**src/rtl/proc_scoreboard.sv**
```systemverilog
// rtl/proc_scoreboard.sv - per-register RAW scoreboard with latency classes, hold and flush
module proc_scoreboard #(
  parameter int NREGS   = 32,
  parameter int NSTAGES = 3,
  parameter int LD_LAT  = 2,
  parameter int MUL_LAT = 2
) (
  input  logic                     clk,
  input  logic                     rst,
  input  logic                     issue_val_D,
  input  logic                     rs1_en_D,
  input  logic [$clog2(NREGS)-1:0] rs1_D,
  input  logic                     rs2_en_D,
  input  logic [$clog2(NREGS)-1:0] rs2_D,
  input  logic                     rd_wen_D,
  input  logic [$clog2(NREGS)-1:0] rd_D,
  input  logic [1:0]               lat_sel_D,
  input  logic                     squash_D,
  input  logic                     hold,
  input  logic                     flush,
  output logic                     stall_D,
  output logic [1:0]               op1_byp_sel_D,
  output logic [1:0]               op2_byp_sel_D,
  output logic                     issue_fire,
  output logic                     busy
);

  localparam int AW = $clog2(NREGS);
  localparam int SW = $clog2(NSTAGES + 1);

  // Entry 0 is never written, so x0 always reads as not pending.
  logic          pend  [NREGS];
  logic [SW-1:0] stage [NREGS];
  logic [SW-1:0] cnt   [NREGS];

  logic          rs1_blk;
  logic          rs2_blk;
  logic [SW-1:0] issue_cnt;

  // Source 1 hazard lookup: bypass from the producer's stage once its countdown hits zero
  always_comb begin
    op1_byp_sel_D = 2'd0;
    rs1_blk       = 1'b0;
    if (issue_val_D && rs1_en_D && (rs1_D != '0) && pend[rs1_D]) begin
      if (cnt[rs1_D] == '0)
        op1_byp_sel_D = 2'({1'b0, stage[rs1_D]} + 1);
      else
        rs1_blk = 1'b1;
    end
  end

  // Source 2 hazard lookup, same rule as source 1
  always_comb begin
    op2_byp_sel_D = 2'd0;
    rs2_blk       = 1'b0;
    if (issue_val_D && rs2_en_D && (rs2_D != '0) && pend[rs2_D]) begin
      if (cnt[rs2_D] == '0)
        op2_byp_sel_D = 2'({1'b0, stage[rs2_D]} + 1);
      else
        rs2_blk = 1'b1;
    end
  end

  // Stall ignores hold so the control unit sees the hazard even while frozen
  always_comb begin
    stall_D    = issue_val_D & ~squash_D & (rs1_blk | rs2_blk);
    issue_fire = issue_val_D & ~squash_D & ~stall_D & ~hold;
  end

  // Initial countdown for a new writer: cycles until bypassable, minus one
  always_comb begin
    issue_cnt = '0;
    case (lat_sel_D)
      2'd0:    issue_cnt = '0;
      2'd1:    issue_cnt = SW'(LD_LAT - 1);
      2'd2:    issue_cnt = SW'(MUL_LAT - 1);
      default: issue_cnt = SW'(NSTAGES - 1);
    endcase
  end

  // Any pending entry keeps the pipeline non-empty
  always_comb begin
    busy = 1'b0;
    for (int r = 1; r < NREGS; r++)
      busy = busy | pend[r];
  end

  // Entry update: flush clears, a new writer takes ownership, otherwise advance one stage
  always_ff @(posedge clk) begin
    if (rst) begin
      for (int r = 0; r < NREGS; r++) begin
        pend[r]  <= 1'b0;
        stage[r] <= '0;
        cnt[r]   <= '0;
      end
    end else begin
      for (int r = 1; r < NREGS; r++) begin
        if (flush) begin
          pend[r] <= 1'b0;
        end else if (issue_fire && rd_wen_D && (rd_D == AW'(r))) begin
          pend[r]  <= 1'b1;
          stage[r] <= '0;
          cnt[r]   <= issue_cnt;
        end else if (!hold && pend[r]) begin
          stage[r] <= stage[r] + 1'b1;
          cnt[r]   <= (cnt[r] == '0) ? '0 : cnt[r] - 1'b1;
          if (stage[r] == SW'(NSTAGES - 1))
            pend[r] <= 1'b0;
        end
      end
    end
  end

endmodule

```
**config.mk**
```make
export PLATFORM = sky130hd
export DESIGN_NAME = proc_scoreboard
export DESIGN_NICKNAME = d
export VERILOG_FILES = /design/src/rtl/proc_scoreboard.sv
export SDC_FILE = /design/constraint.sdc
export NUM_CORES = 1
export LEC_CHECK = 0
export CAP_MARGIN = 20
export CORE_MARGIN = 1.5
export CORE_UTILIZATION = 37
export CTS_BUF_LIST = sky130_fd_sc_hd__clkbuf_4 sky130_fd_sc_hd__clkbuf_8
export DETAILED_ROUTE_END_ITERATION = 8
export GPL_TIMING_DRIVEN = 0
export PLACE_DENSITY = 0.55
export RECOVER_POWER = 50
export SYNTH_ARGS = -nofsm -noshare
export SYNTH_HDL_FRONTEND = slang
export SYNTH_SLANG_ARGS = --single-unit
```
**constraint.sdc**
```tcl
create_clock -name clk -period 5 [get_ports clk]
set_input_delay 0.5 -clock clk [delete_from_list [all_inputs] [get_ports clk]]
set_output_delay 0.5 -clock clk [all_outputs]
set_load 0.005 [all_outputs]
```
==> impl_metrics.json <==
{
  "placed_cells": 1383,
  "wire_length_after_detailed_routing_um": 39200,
  "drcViolationCount": 0,
  "synth_area_leaders": "sky130_fd_sc_hd__edfxtp_1, sky130_fd_sc_hd__mux4_2, sky130_fd_sc_hd__mux2i_1",
  "power.share.switching_pct": 30.0,
  "global_route.peak_usage_layer": "met2",
  "worst_path_max_delay_cell": "sky130_fd_sc_hd__clkdlybuf4s50_1",
  "cellPowerDensity_nw_per_um2": 258,
  "synth.top_cells.by_count": "sky130_fd_sc_hd__edfxtp_1, sky130_fd_sc_hd__mux2i_1, sky130_fd_sc_hd__nor2_1, sky130_fd_sc_hd__nor3_1, sky130_fd_sc_hd__nand2_1",
  "min_period_over_period_pct": 95.9,
  "worst_skew_pair_later_pin_latency_ns": 0.49,
  "detail-route-antenna-nets": 0,
  "worst_r2r_startpoint": "pend[16]$_SDFFCE_PP0P_",
  "buffer_ports.inserted": 24,
  "core_um2": 28600,
  "n_antenna_cell": 0,
  "die_width_um": 173,
  "critPathKind": "primary input to flop",
  "rsz0062_at_grt": "false",
  "dieArea_um2": 30000,
  "grt_first_pass_wirelength_um": 57400,
  "critPathCaptureType": "flop",
  "cap_violations": 0,
  "worst_path_dominant_cell_family": "buffers and inverters",
  "dr_pass1_iterations": 6,
  "viasPerCell": 6.29,
  "placementRows": 62,
  "worst-endpoint-required_ns": 5.14,
  "layout_min_cycle_time_ns": 4.79,
  "via_count_of_the_first_global_routing_pass": 8603,
  "max_slew_margin_pct": 23.5,
  "drt_iter0_drc": 1143,
  "post_layout_nonfiller_instances": 1412,
  "combPwrFrac_pct": 16.5,
  "power_switching_w": 0.000915,
  "list_of_cells_traversed_by_the_critical_path": "clkdlybuf4s50_1 -> buf_6 -> mux4_2 -> mux2i_1 -> nor3_1 -> o31ai_2 -> a21oi_1 -> nor3_4 -> clkbuf_1 -> nand3_2 -> clkbuf_1 -> o21ai_1",
  "reg2reg_to": "stage[11][1]$_SDFFCE_PN0P_",
  "global_route.usage.total_pct": 26.5,
  "ys.flop_type": "sky130_fd_sc_hd__edfxtp_1",
  "flow.area_growth_from_synthesis_pct": 10.4,
  "ctsHtreeMaxLevel": 4,
  "reg2reg_slack_ns": 0.33,
  "pwr-share-seq_pct": 51.2,
  "globalplace.congestion": 1.00,
  "grt-ovfl-total": 0,
  "maximum_clock_frequency_mhz": 209,
  "routedWlPerCell_um": 27.8,
  "min_path_cells": 1,
  "internal_power_w": 0.00214,
  "ios": 33,
  "chipHeight_um": 173,
  "cp_slowest_stage_delay_ns": 0.57,
  "ff2ff_path_depth": 10,
  "status": "finished clean",
  "post_synth.cell_area_avg_um2": 11.0,
  "tightest_slew_ns": 1.15,
  "cp_num_buf_inv": 4,
  "detailedPlacementHpwl_um": 30000,
  "clk_path_buf_depth": 2,
  "synth_top_cell_by_area": "sky130_fd_sc_hd__edfxtp_1",
  "initial_utilization_pct": 37.5,
  "timing.critical_path.arrival_ns": 4.94,
  "static-leakage-power_nw": 4.04,
  "start_kind": "primary input",
  "finalHoldViolCount": 0,
  "detailroute.via_count": 8878,
  "critical_path_depth": 12,
  "drive_gt1_share_pct": 12.1,
  "cts-buffers-inserted": 17,
  "seq_area_frac_synth_pct": 43.4,
  "timing.hold.ws_ns": 0.603,
  "ys_ff_latch": 155,
  "timing.critical_path.fanout_max": 10,
  "groute.layer.met3.usage_pct": 6.14,
  "grt_start_max_net_pins": 20,
  "fin_total_pwr_w": 0.00305,
  "ys_types": 64,
  "final_core_utilization_pct": 41.3,
  "yosys_warnings": 0,
  "cts_setup_buffers": 0,
  "cts_resized": 6,
  "syn-instance-count": 974,
  "synth_most_common_cell": "sky130_fd_sc_hd__edfxtp_1",
  "grt_util_met1_pct": 36.3,
  "gr-usage-met2_pct": 40.5,
  "synth_top_area_share_pct": 43.4,
  "cts-root-buf": "sky130_fd_sc_hd__clkbuf_8",
  "worst_clock_skew_ns": 0.0236,
  "worst_path_most_repeated_cell": "sky130_fd_sc_hd__clkbuf_1",
  "postSynth.asyncResetShare_pct": 0,
  "mapped_nets": 1032,
  "cts_tree": "yes",
  "worst_setup_startpoint": "rs1_D[0]",
  "cp_capture_point": "stage[11][1]$_SDFFCE_PN0P_",
  "synth-edff-count": 155,
  "number_of_nets_in_the_layout": 1073,
  "post_synth_instance_area_um2": 10700,
  "clock_sinks": 155,
  "antenna_found_initial": 0,
  "power_frac_clock_pct": 32.3,
  "tightest_hold_check_type": "flop to flop",
  "post_cts_hold_buffer_count": 0,
  "finalSetupViolations": 0,
  "finalMaxSlewViolations": 0,
  "cts.reportedPaths.clkPinSlew_ns": 0.09,
  "irDropWorstVdd_uv": 173
}
## state kept, by name, indices dropped and copies added (netlist names)
name / cells
cnt: 62
pend: 31
stage: 62
## per-layer routing
metal,share of wire [%],vias up
met4,3.9,0
li1,-,3860
met5,0,-
met2,45,524
met3,9.4,91
met1,42,4403
## power by group through the flow
stage	logic, W	clock network, W	registers [W]
after floorplan	0.000315	0	0.00156
after global placement	0.000487	0	0.00159
after detailed placement	0.000490	0	0.00159
after CTS	0.000490	0.000982	0.00156
after global routing	0.000533	0.00103	0.00157
final	0.000503	0.000986	0.00156
## worst min path at each step
stage / startpoint / end / slack, ns
finish: stage[11][0]$_SDFFCE_PN0P_ / stage[11][0]$_SDFFCE_PN0P_ / 0.60
global route: stage[9][0]$_SDFFCE_PN0P_ / stage[9][0]$_SDFFCE_PN0P_ / 0.63
CTS: stage[11][0]$_SDFFCE_PN0P_ / stage[11][0]$_SDFFCE_PN0P_ / 0.60
detailed placement: stage[11][0]$_SDFFCE_PN0P_ / stage[11][0]$_SDFFCE_PN0P_ / 0.59
global placement: stage[11][0]$_SDFFCE_PN0P_ / stage[11][0]$_SDFFCE_PN0P_ / 0.58
floorplan: stage[10][0]$_SDFFCE_PN0P_ / stage[10][0]$_SDFFCE_PN0P_ / 0.55
## layout by cell type, fill, tap and decap left out, drive strengths merged, types with 13 or more instances in the layout
cell type,synthesis,layout
mux2i,68,68
nor3,67,67
and3,15,15
clkbuf,57,78
nand2b,21,21
buf,25,21
edfxtp,155,155
and2,14,14
nand2,59,59
nand4b,16,16
nor2,64,64
mux4,56,56
clkdlybuf4s50,0,23
a31oi,17,17
o21ai,35,35
o21bai,15,15
inv,40,40
nor2b,37,37
a21oi,27,27
ha,32,32
nand3,13,13
nand4,24,24
## cell type report
type                       instances  area, µm²
buffer                            79        342
sequential                       155       4650
fill                            2745      16800
timing repair buffer              25        255
clock buffer                      19        249
clock inverter                    13        128
tap                              384        480
multi-input combinational        694       5570
inverter                          43        161
## per-stage QoR
stage / instance area (µm²) / TNS, ns / setup slack [ns]
final: 11800 / 0 / 0.206
after detailed placement: 11500 / -25.81 / -0.657
after global placement: 11400 / -27.43 / -0.674
after CTS: 11800 / -0.158 / -0.158
after floorplan: 10700 / 0 / 1.34
after global routing: 11800 / 0 / 0.132
## cells by family (layout without fill, tap and decap cells)
kind of cell | Yosys count | in the layout | share of synthesized area (%)
xor+xnor | 2 | 2 | 0.163
compound gates | 167 | 167 | 11.2
fa+ha+maj | 32 | 32 | 3.73
buf+inv | 125 | 179 | 4.81
flops | 155 | 155 | 43.4
simple gates | 367 | 367 | 18.4
mux | 126 | 126 | 18.3
Power figures use the tool's default switching activity.
==> RTL edit (config.mk and constraints unchanged) <==
`NREGS`: 32 -> 64.
--- a/src/rtl/proc_scoreboard.sv
+++ b/src/rtl/proc_scoreboard.sv
@@ -1,6 +1,6 @@
 // rtl/proc_scoreboard.sv - per-register RAW scoreboard with latency classes, hold and flush
 module proc_scoreboard #(
-  parameter int NREGS   = 32,
+  parameter int NREGS   = 64,
   parameter int NSTAGES = 3,
   parameter int LD_LAT  = 2,
   parameter int MUL_LAT = 2
Ports: changed (resized rd_D, rs1_D and rs2_D); port bits go from 33 to 36. No check against the original RTL was run, so the function may have changed too.
==> RTL edit against the unedited design <==
The run now ends with capacitance limit, slew limit, setup timing left. Sequential cell count is 160 higher. Cell area is 110% higher. Final cell count is 97% higher. Synthesized area is 100% higher. Non-clock buffer count is 101 higher. Fmax is 5.1% lower. Routed wire length grew to 2.6 times the old value. Worst setup slack worse by 0.26 ns. Die area is 100% higher. Sequential power is 110% higher. Total power is 120% higher. Critical path type is now flop to output pin.
==> RTL edit: results (changes against the unedited design) <==
run_status:
  run_status: "finished with violations"
  violations: "capacitance limit, slew limit, setup timing"
worst_hold_path:
  holdPathEnd: "stage[53][0]"
synth:
  yosys.area_share.adder_pct: 3.667  # -0.068 points
  synth_xor_area_share_pct: 0.08022  # -0.083 points
  yosysTopAreaCellShare_pct: 43.32  # -0.099 points
  synthTopCellsByArea: "edfxtp_1 (43%), mux4_2 (12%), mux2i_1 (6.3%)"
  synth.area.mux_share_pct: 18.45  # +0.13 points
  synth_compound_area_share_pct: 12.73  # +1.6 points
  synthCells: 1877  # +93%
  synth_nets: 1970  # +91%
  synthTopCellsByCount: "edfxtp_1 (315), nor2_1 (170), mux2i_1 (137)"
placement:
  dpl.cell_count: 2684  # +94%
  numPortBuffers: 30  # +25%
  placed_area_um2: 23270  # +100%
final_layout:
  drive_above_1_share_pct: 17.92  # +5.9 points
  final_cells: 2787  # +97%
sta:
  fin_hold_ws_ns: 0.6130  # +0.01020 ns
  finalSetupViolCount: 8  # +8
  setup_slack_ns: -0.05003  # -0.2564 ns
  maxSlewViolCount: 1  # +1
  relSlewSlack_pct: -1.211  # -25 points
  fin_skew_ns: 0.04048  # +0.01688 ns
global_route:
  grt_max_degree: 15  # -25%
  grt_pass1_vias: 18380  # +110%
  grtUsageTotal_pct: 34.21  # +7.7 points
  grt_pass1_wl_um: 142900  # +150%
drt:
  drtIter0Drc: 2825  # +150%
  drt-pass1-iter-count: 5  # -1
  vias_per_cell: 6.877  # +9.4%
worst_setup_path:
  ff2ff_setup_slack_ns: -0.01  # -0.34 ns
  cp.arrival_ns: 4.55  # -0.39 ns
power_and_ir_drop:
  ir_drop_v: 0.0001898  # +9.4%
clocking:
  cts_buffers: 58  # +41
  clk_latency_ns: 0.69  # +0.20 ns
  postCtsResizedCells: 70  # +64
  clk_pin_slew_ns: 0.06  # -0.03 ns
flow_run:
  maxCapViolations: 1  # +1
-- RTL edit: per-stage QoR --
stage / setup WS [ns] / TNS, ns
6_report: -0.05003 / -0.1525
3_5_place_dp: -1.586 / -277.15
3_3_place_gp: -1.724 / -351.88
4_1_cts: 0.01650 / 0
2_1_floorplan: 0.9646 / 0
5_1_grt: -0.03237 / -0.03237
-- RTL edit: worst max path at each step --
stage                             endpoint  slack (ns)     start
after detailed placement        cnt[15][1]       -1.59  rs2_D[0]
after floorplan           op1_byp_sel_D[1]        0.96  rs1_D[1]
after global routing               stall_D       -0.03  rs2_D[3]
after global placement         stage[5][1]       -1.72  rs2_D[0]
after CTS                       issue_fire        0.02  rs1_D[4]
final                              stall_D       -0.05  pend[31]
-- RTL edit: critical path: stages (launching register included) --
cell             delay [ns]
edfxtp_1               0.61
mux4_2                 0.54
and2_4                 0.18
a2111oi_4              0.30
a31oi_1                0.14
a32o_1                 0.34
a32oi_2                0.46
buf_4                  0.34
buf_2                  0.39
nor2_1                 0.10
clkdlybuf4s50_1        0.45
-- RTL edit: logic make-up after synthesis --
| logic type | after synthesis |
|---|---|
| compound gates | 314 |
| buf+inv | 235 |
| xor+xnor | 2 |
| flops | 315 |
| fa+ha+maj | 64 |
| simple gates | 687 |
| mux | 260 |
-- RTL edit: per-layer routing --
| metal | vias to the layer above | track usage [%] | share of wire [%] |
|---|---|---|---|
| li1 | 7731 | - | - |
| met1 | 9744 | 44.92 | 39 |
| met2 | 1389 | 50.22 | 42 |
| met3 | 299 | 8.098 | 11 |
| met4 | 2 | 22.56 | 7.4 |
| met5 | - | 0 | 0.013 |
-- RTL edit: cell type report --
| class | instances | area, um2 |
|---|---|---|
| clock inverter | 23 | 122.6 |
| fill | 5518 | 33440 |
| timing repair buffer | 45 | 498.0 |
| sequential | 315 | 9459 |
| clock buffer | 77 | 947.2 |
| inverter | 73 | 275.3 |
| buffer | 160 | 874.6 |
| tap | 765 | 957.2 |
| multi-input combinational | 1327 | 11440 |
| antenna | 2 | 5.005 |
-- RTL edit: report_power, final --
group / switching (mW) / internal [mW]
clock network: 1.18 / 1.27
logic: 0.761 / 0.404
registers: 0.170 / 3.05
total: 2.11 / 4.72
